==> config.mk <==
export PLATFORM = sky130hd
export DESIGN_NAME = line_word_stream
export DESIGN_NICKNAME = d
export VERILOG_FILES = /design/src/rtl/lc3b_types_pkg.sv /design/src/rtl/line_word_merge.sv /design/src/rtl/line_word_stream.sv
export SDC_FILE = /design/constraint.sdc
export NUM_CORES = 1
export LEC_CHECK = 0
export ABC_CLOCK_PERIOD_IN_PS = 3000
export BUFFER_PORTS_ARGS = -buffer_cell sky130_fd_sc_hd__buf_4
export CORE_MARGIN = 3
export CORE_UTILIZATION = 55
export DETAILED_ROUTE_END_ITERATION = 10
export PLACE_DENSITY = 0.78
export SYNTH_ARGS = -nofsm -noshare
export SYNTH_HDL_FRONTEND = slang
export SYNTH_SLANG_ARGS = --single-unit
==> constraint.sdc <==
create_clock -name clk -period 3 [get_ports clk]
set_input_delay 0.6 -clock clk [delete_from_list [all_inputs] [get_ports clk]]
set_output_delay 0.6 -clock clk [all_outputs]
set_load 0.005 [all_outputs]
==> src/rtl/lc3b_types_pkg.sv <==
// Shared LC-3b cache datapath types: default line/offset types and the
// line_word_stream state encoding.
package lc3b_types;

    typedef logic [127:0] lc3b_memband;
    typedef logic [2:0]   lc3b_c_offset;

    localparam int LC3B_LINE_W = $bits(lc3b_memband);
    localparam int LC3B_WORD_W = 16;

    typedef enum logic [1:0] {
        IDLE,
        STREAM,
        WRITE
    } lc3b_lws_state_t;

endpackage

==> src/rtl/line_word_merge.sv <==
// Combinational byte-masked merge of one word into a cache line.
// Shared with the cache write path.
module line_word_merge
    import lc3b_types::*;
#(
    parameter  int LINE_W = LC3B_LINE_W,
    parameter  int WORD_W = LC3B_WORD_W,
    localparam int WORDS  = LINE_W / WORD_W,
    localparam int OFF_W  = (WORDS > 1) ? $clog2(WORDS) : 1
) (
    input  logic [LINE_W-1:0]   line,
    input  logic [OFF_W-1:0]    offset,
    input  logic [WORD_W-1:0]   wdata,
    input  logic [WORD_W/8-1:0] wmask,
    output logic [LINE_W-1:0]   merged
);

    always_comb begin
        merged = line;
        for (int i = 0; i < WORD_W / 8; i++) begin
            if (wmask[i]) begin
                merged[int'(offset) * WORD_W + 8 * i +: 8] = wdata[8 * i +: 8];
            end
        end
    end

endmodule

==> src/rtl/line_word_stream.sv <==
// Cache-line word engine: critical-word-first read bursts over rd_*,
// byte-masked word merge presented as a full line over wr_*.
module line_word_stream
    import lc3b_types::*;
#(
    parameter  int LINE_W = LC3B_LINE_W,
    parameter  int WORD_W = LC3B_WORD_W,
    localparam int WORDS  = LINE_W / WORD_W,
    localparam int OFF_W  = (WORDS > 1) ? $clog2(WORDS) : 1
) (
    input  logic                clk,
    input  logic                reset_n,
    input  logic                req_valid,
    output logic                req_ready,
    input  logic                req_write,
    input  logic [OFF_W-1:0]    req_offset,
    input  logic [OFF_W-1:0]    req_len,
    input  logic [LINE_W-1:0]   req_line,
    input  logic [WORD_W-1:0]   req_wdata,
    input  logic [WORD_W/8-1:0] req_wmask,
    output logic                rd_valid,
    input  logic                rd_ready,
    output logic [WORD_W-1:0]   rd_data,
    output logic [OFF_W-1:0]    rd_offset,
    output logic                rd_last,
    output logic                wr_valid,
    input  logic                wr_ready,
    output logic [LINE_W-1:0]   wr_line
);

    lc3b_lws_state_t state_q, state_d;
    logic [LINE_W-1:0] line_q, line_d;
    logic [OFF_W-1:0]  cur_q, cur_d;
    logic [OFF_W-1:0]  rem_q, rem_d;
    logic [WORD_W-1:0] rd_data_q, rd_data_d;
    logic              rd_valid_q, rd_valid_d;
    logic              rd_last_q, rd_last_d;
    logic              wr_valid_q, wr_valid_d;
    logic [LINE_W-1:0] wr_line_q, wr_line_d;
    logic [LINE_W-1:0] merged_line;
    logic [OFF_W-1:0]  nxt_off;

    line_word_merge #(
        .LINE_W(LINE_W),
        .WORD_W(WORD_W)
    ) u_merge (
        .line  (req_line),
        .offset(req_offset),
        .wdata (req_wdata),
        .wmask (req_wmask),
        .merged(merged_line)
    );

    // WORDS need not be a power of two, so wrap explicitly.
    assign nxt_off = (cur_q == OFF_W'(WORDS - 1)) ? '0 : cur_q + OFF_W'(1);

    always_comb begin
        state_d    = state_q;
        line_d     = line_q;
        cur_d      = cur_q;
        rem_d      = rem_q;
        rd_data_d  = rd_data_q;
        rd_valid_d = rd_valid_q;
        rd_last_d  = rd_last_q;
        wr_valid_d = wr_valid_q;
        wr_line_d  = wr_line_q;
        unique case (state_q)
            IDLE: begin
                if (req_valid) begin
                    line_d = req_line;
                    if (req_write) begin
                        wr_line_d  = merged_line;
                        wr_valid_d = 1'b1;
                        state_d    = WRITE;
                    end else begin
                        cur_d      = req_offset;
                        rem_d      = req_len;
                        rd_data_d  = req_line[int'(req_offset) * WORD_W +: WORD_W];
                        rd_last_d  = (req_len == '0);
                        rd_valid_d = 1'b1;
                        state_d    = STREAM;
                    end
                end
            end
            STREAM: begin
                if (rd_ready) begin
                    if (rem_q == '0) begin
                        rd_valid_d = 1'b0;
                        rd_last_d  = 1'b0;
                        state_d    = IDLE;
                    end else begin
                        cur_d     = nxt_off;
                        rem_d     = rem_q - OFF_W'(1);
                        rd_data_d = line_q[int'(nxt_off) * WORD_W +: WORD_W];
                        rd_last_d = (rem_q == OFF_W'(1));
                    end
                end
            end
            WRITE: begin
                if (wr_ready) begin
                    wr_valid_d = 1'b0;
                    state_d    = IDLE;
                end
            end
            default: state_d = IDLE;
        endcase
    end

    always_ff @(posedge clk or negedge reset_n) begin
        if (!reset_n) begin
            state_q    <= IDLE;
            line_q     <= '0;
            cur_q      <= '0;
            rem_q      <= '0;
            rd_data_q  <= '0;
            rd_valid_q <= 1'b0;
            rd_last_q  <= 1'b0;
            wr_valid_q <= 1'b0;
            wr_line_q  <= '0;
        end else begin
            state_q    <= state_d;
            line_q     <= line_d;
            cur_q      <= cur_d;
            rem_q      <= rem_d;
            rd_data_q  <= rd_data_d;
            rd_valid_q <= rd_valid_d;
            rd_last_q  <= rd_last_d;
            wr_valid_q <= wr_valid_d;
            wr_line_q  <= wr_line_d;
        end
    end

    assign req_ready = (state_q == IDLE);
    assign rd_valid  = rd_valid_q;
    assign rd_data   = rd_data_q;
    assign rd_offset = cur_q;
    assign rd_last   = rd_last_q;
    assign wr_valid  = wr_valid_q;
    assign wr_line   = wr_line_q;

endmodule

==> flow_metrics.py <==
metrics = {
    "run_status": {
        "status": "complete, no violations",
    },
    "timing": {
        "rsz0062_at_grt": "false",
        "slew_headroom_pct": 31.2,
        "hold_viol_final": 0,
        "period_minus_slack_ps": 2580,
        "drv_slew": 0,
        "holdWs_ps": 13.4,
        "finalSetupViolCount": 0,
        "finalSetupTns_ps": 0,
        "fmax_ghz": 0.387,
        "worst-slew-pin-transition_ps": 1030,
        "post-route-period-util_pct": 86.2,
        "skew_ps": 17.6,
    },
    "die": {
        "rows": 58,
        "die-area_sq_um": 28500,
        "start_util_pct": 57.0,
        "ios": 309,
        "die_w_microns": 169,
        "die_height_microns": 169,
        "core_sq_um": 25600,
    },
    "pwr": {
        "leakagePower_nw": 8.80,
        "ir_drop_mv": 0.944,
        "power_density_nw_per_um2": 1010,
        "total_power_w": 0.0184,
    },
    "finish": {
        "utilization_pct": 71.0,
        "num_antenna_cells": 0,
        "syn_to_final_growth_pct": 24.6,
        "layout_common_cells": "nand2_1, buf_4, dfrtp_1, a21oi_1, nor2_1",
        "final_cell_area_sq_um": 18200,
        "fillers": 2043,
        "fin_nets": 2073,
        "drive_gt1_share_pct": 22.7,
        "final_common_cell": "nand2_1",
    },
    "clock_tree": {
        "clockBufferDepth": 3,
        "clk_latency_ps": 570,
        "clkSlewWorstSetupHoldPaths_ps": 70,
        "post_cts_buffers": 0,
        "cts_tree": "done",
        "ctsHoldBuffers": 0,
        "clock-sinks": 283,
        "htree_levels": 1,
        "cts_buffers": 30,
        "cts_resized": 0,
        "cts-root-buf": "clkbuf_16",
    },
    "synth": {
        "ys_ff_latch": 283,
        "synth_top_cell_by_area": "dfrtp_1",
        "synth_fp_nets": 1814,
        "ys.flop_type": "dfrtp_1",
        "ys_warn_count": 0,
        "yosys.area.top_type_share_pct": 48.5,
        "syn_area_sq_um": 14600,
        "avgSynthCellArea_sq_um": 8.87,
        "synth-async-reset-ratio_pct": 100,
        "synth.area.top_cells": "dfrtp_1, nand2_1, a21oi_1",
        "synth_cells": 1644,
        "synth_cell_type_count": 48,
        "synth_edf_count": 0,
        "seq_area_frac_synth_pct": 48.5,
    },
    "global_route": {
        "track_usage_pct": 37.3,
        "grt_pass1_vias": 13300,
        "grt_max_degree": 91,
        "grt_first_pass_wirelength_mm": 81.4,
        "gr-total-overflow": 0,
        "antenna_found_initial": 1,
    },
    "placement": {
        "hpwl_mm": 39.4,
        "routabilityCongestion": 1.06,
        "portBuffers": 308,
        "placed_cell_area_sq_um": 17200,
    },
    "drt": {
        "dr.pass1.iters": 6,
        "ant_nets": 0,
        "wl_per_cell_microns": 24.1,
        "vias_per_cell": 6.22,
        "routed_wl_mm": 54.3,
        "via_count": 14000,
        "drt_iter0_markers": 1874,
        "drc_errors": 0,
    },
    "setup_path": {
        "critPathRequiredTime_ps": 3450,
        "cp_max_fo": 10,
        "critPathLaunchType": "flip-flop",
        "worst_path_max_delay_cell": "nor2_1",
        "path_cells": "ha_1, ha_2, nor2_1, buf_4, a32oi_1, nand3_1, o311ai_0, a22o_1",
        "path_class": "reg2reg",
        "cp.arrival_ps": 3040,
        "cp-end-kind": "flip-flop",
        "slowest_delay_ps": 700,
    },
    "min_path": {
        "hold_path.class": "in2async",
    },
    "job": {
        "cap_violations": 0,
    },
}
==> cell type report <==
cell class,count,area (sq um),share of cell area [%]
Clock inverter,10,104,0.571
Multi-Input combinational cell,1237,6980,38.4
Inverter,7,26.3,0.145
Sequential cell,283,7080,39.0
Clock buffer,45,878,4.83
Tap cell,330,413,2.27
Timing Repair Buffer,344,2700,14.9
==> critical path: cells and delay by family (launching register included) <==
| kind | cells | cell delay, ps |
|---|---|---|
| and+or+nand+nor | 2 | 830 |
| DFF | 1 | 420 |
| AOI/OAI and AO/OA | 3 | 460 |
| adders and majority gates | 2 | 470 |
| buffers and inverters | 1 | 310 |
==> power by group <==
part	leakage [nW]	total, W	switching (W)	internal, W
Clock	0.489	0.00375	0.00157	0.00219
Combinational	4.98	0.00763	0.00421	0.00342
Sequential	3.33	0.00698	0.00131	0.00567
Total	8.80	0.0184	0.00709	0.0113
==> kinds of logic after synthesis <==
logic type	Yosys count	synth area share, %
AND/OR/NAND/NOR	770	21.4
AO/OA/AOI/OAI	330	13.9
flip-flops	283	48.5
multiplexers	125	11.3
buffers and inverters	124	3.79
adder cells (fa/ha/maj)	12	1.03
==> registers in the layout, indices dropped and copies added (netlist names) <==
signal	count
line_q	128
wr_line	128
rd_data	16
rd_offset	3
rem_q	3
state_q	2
rd_last	1
rd_valid	1
wr_valid	1
==> synthesized netlist by cell type (all sizes together), types with 2 or more instances <==
library cell / instances
nand2b: 2
nand4: 4
inv: 6
a32oi: 15
o22ai: 2
nand2: 510
and3: 3
a21oi: 200
mux4: 32
a22oi: 35
and2: 21
clkbuf: 71
o311ai: 16
a31oi: 15
nor2b: 6
a221oi: 15
buf: 46
o21ai: 6
dfrtp: 283
nor4: 2
o21bai: 2
a211oi: 2
nor3b: 9
mux2i: 93
ha: 12
nor2: 180
nor3: 4
nand3: 23
a22o: 17
==> per-layer routing <==
layer	up-vias	wire length [microns]	global-route usage, %
met5	-	7	0
met4	2	1140	7.36
met3	92	7510	10.9
met2	933	22900	52.8
met1	6846	22700	57.7
li1	6165	-	-
==> path summary, 6_finish.rpt <==
check,from,endpoint,slack (ps),depth (start not counted)
setup / recovery,rd_offset[0],rd_data[2],420,8
hold / removal,reset_n,line_q[48],10,1
setup reg to reg,rd_offset[0],rd_data[2],420,8
hold reg to reg,line_q[87],line_q[87],480,2
max in group asynchronous,reset_n,wr_line[43],2100,2
min in group clk,wr_ready,state_q[1],220,2
==> stage by stage <==
stage	setup WS [ps]	cells
finish	415	2256
global route	302	2256
CTS	365	2256
detailed placement	260	2201
global placement	359	2201
floorplan	191	1644
No activity file was read; power rests on OpenSTA's default activity.
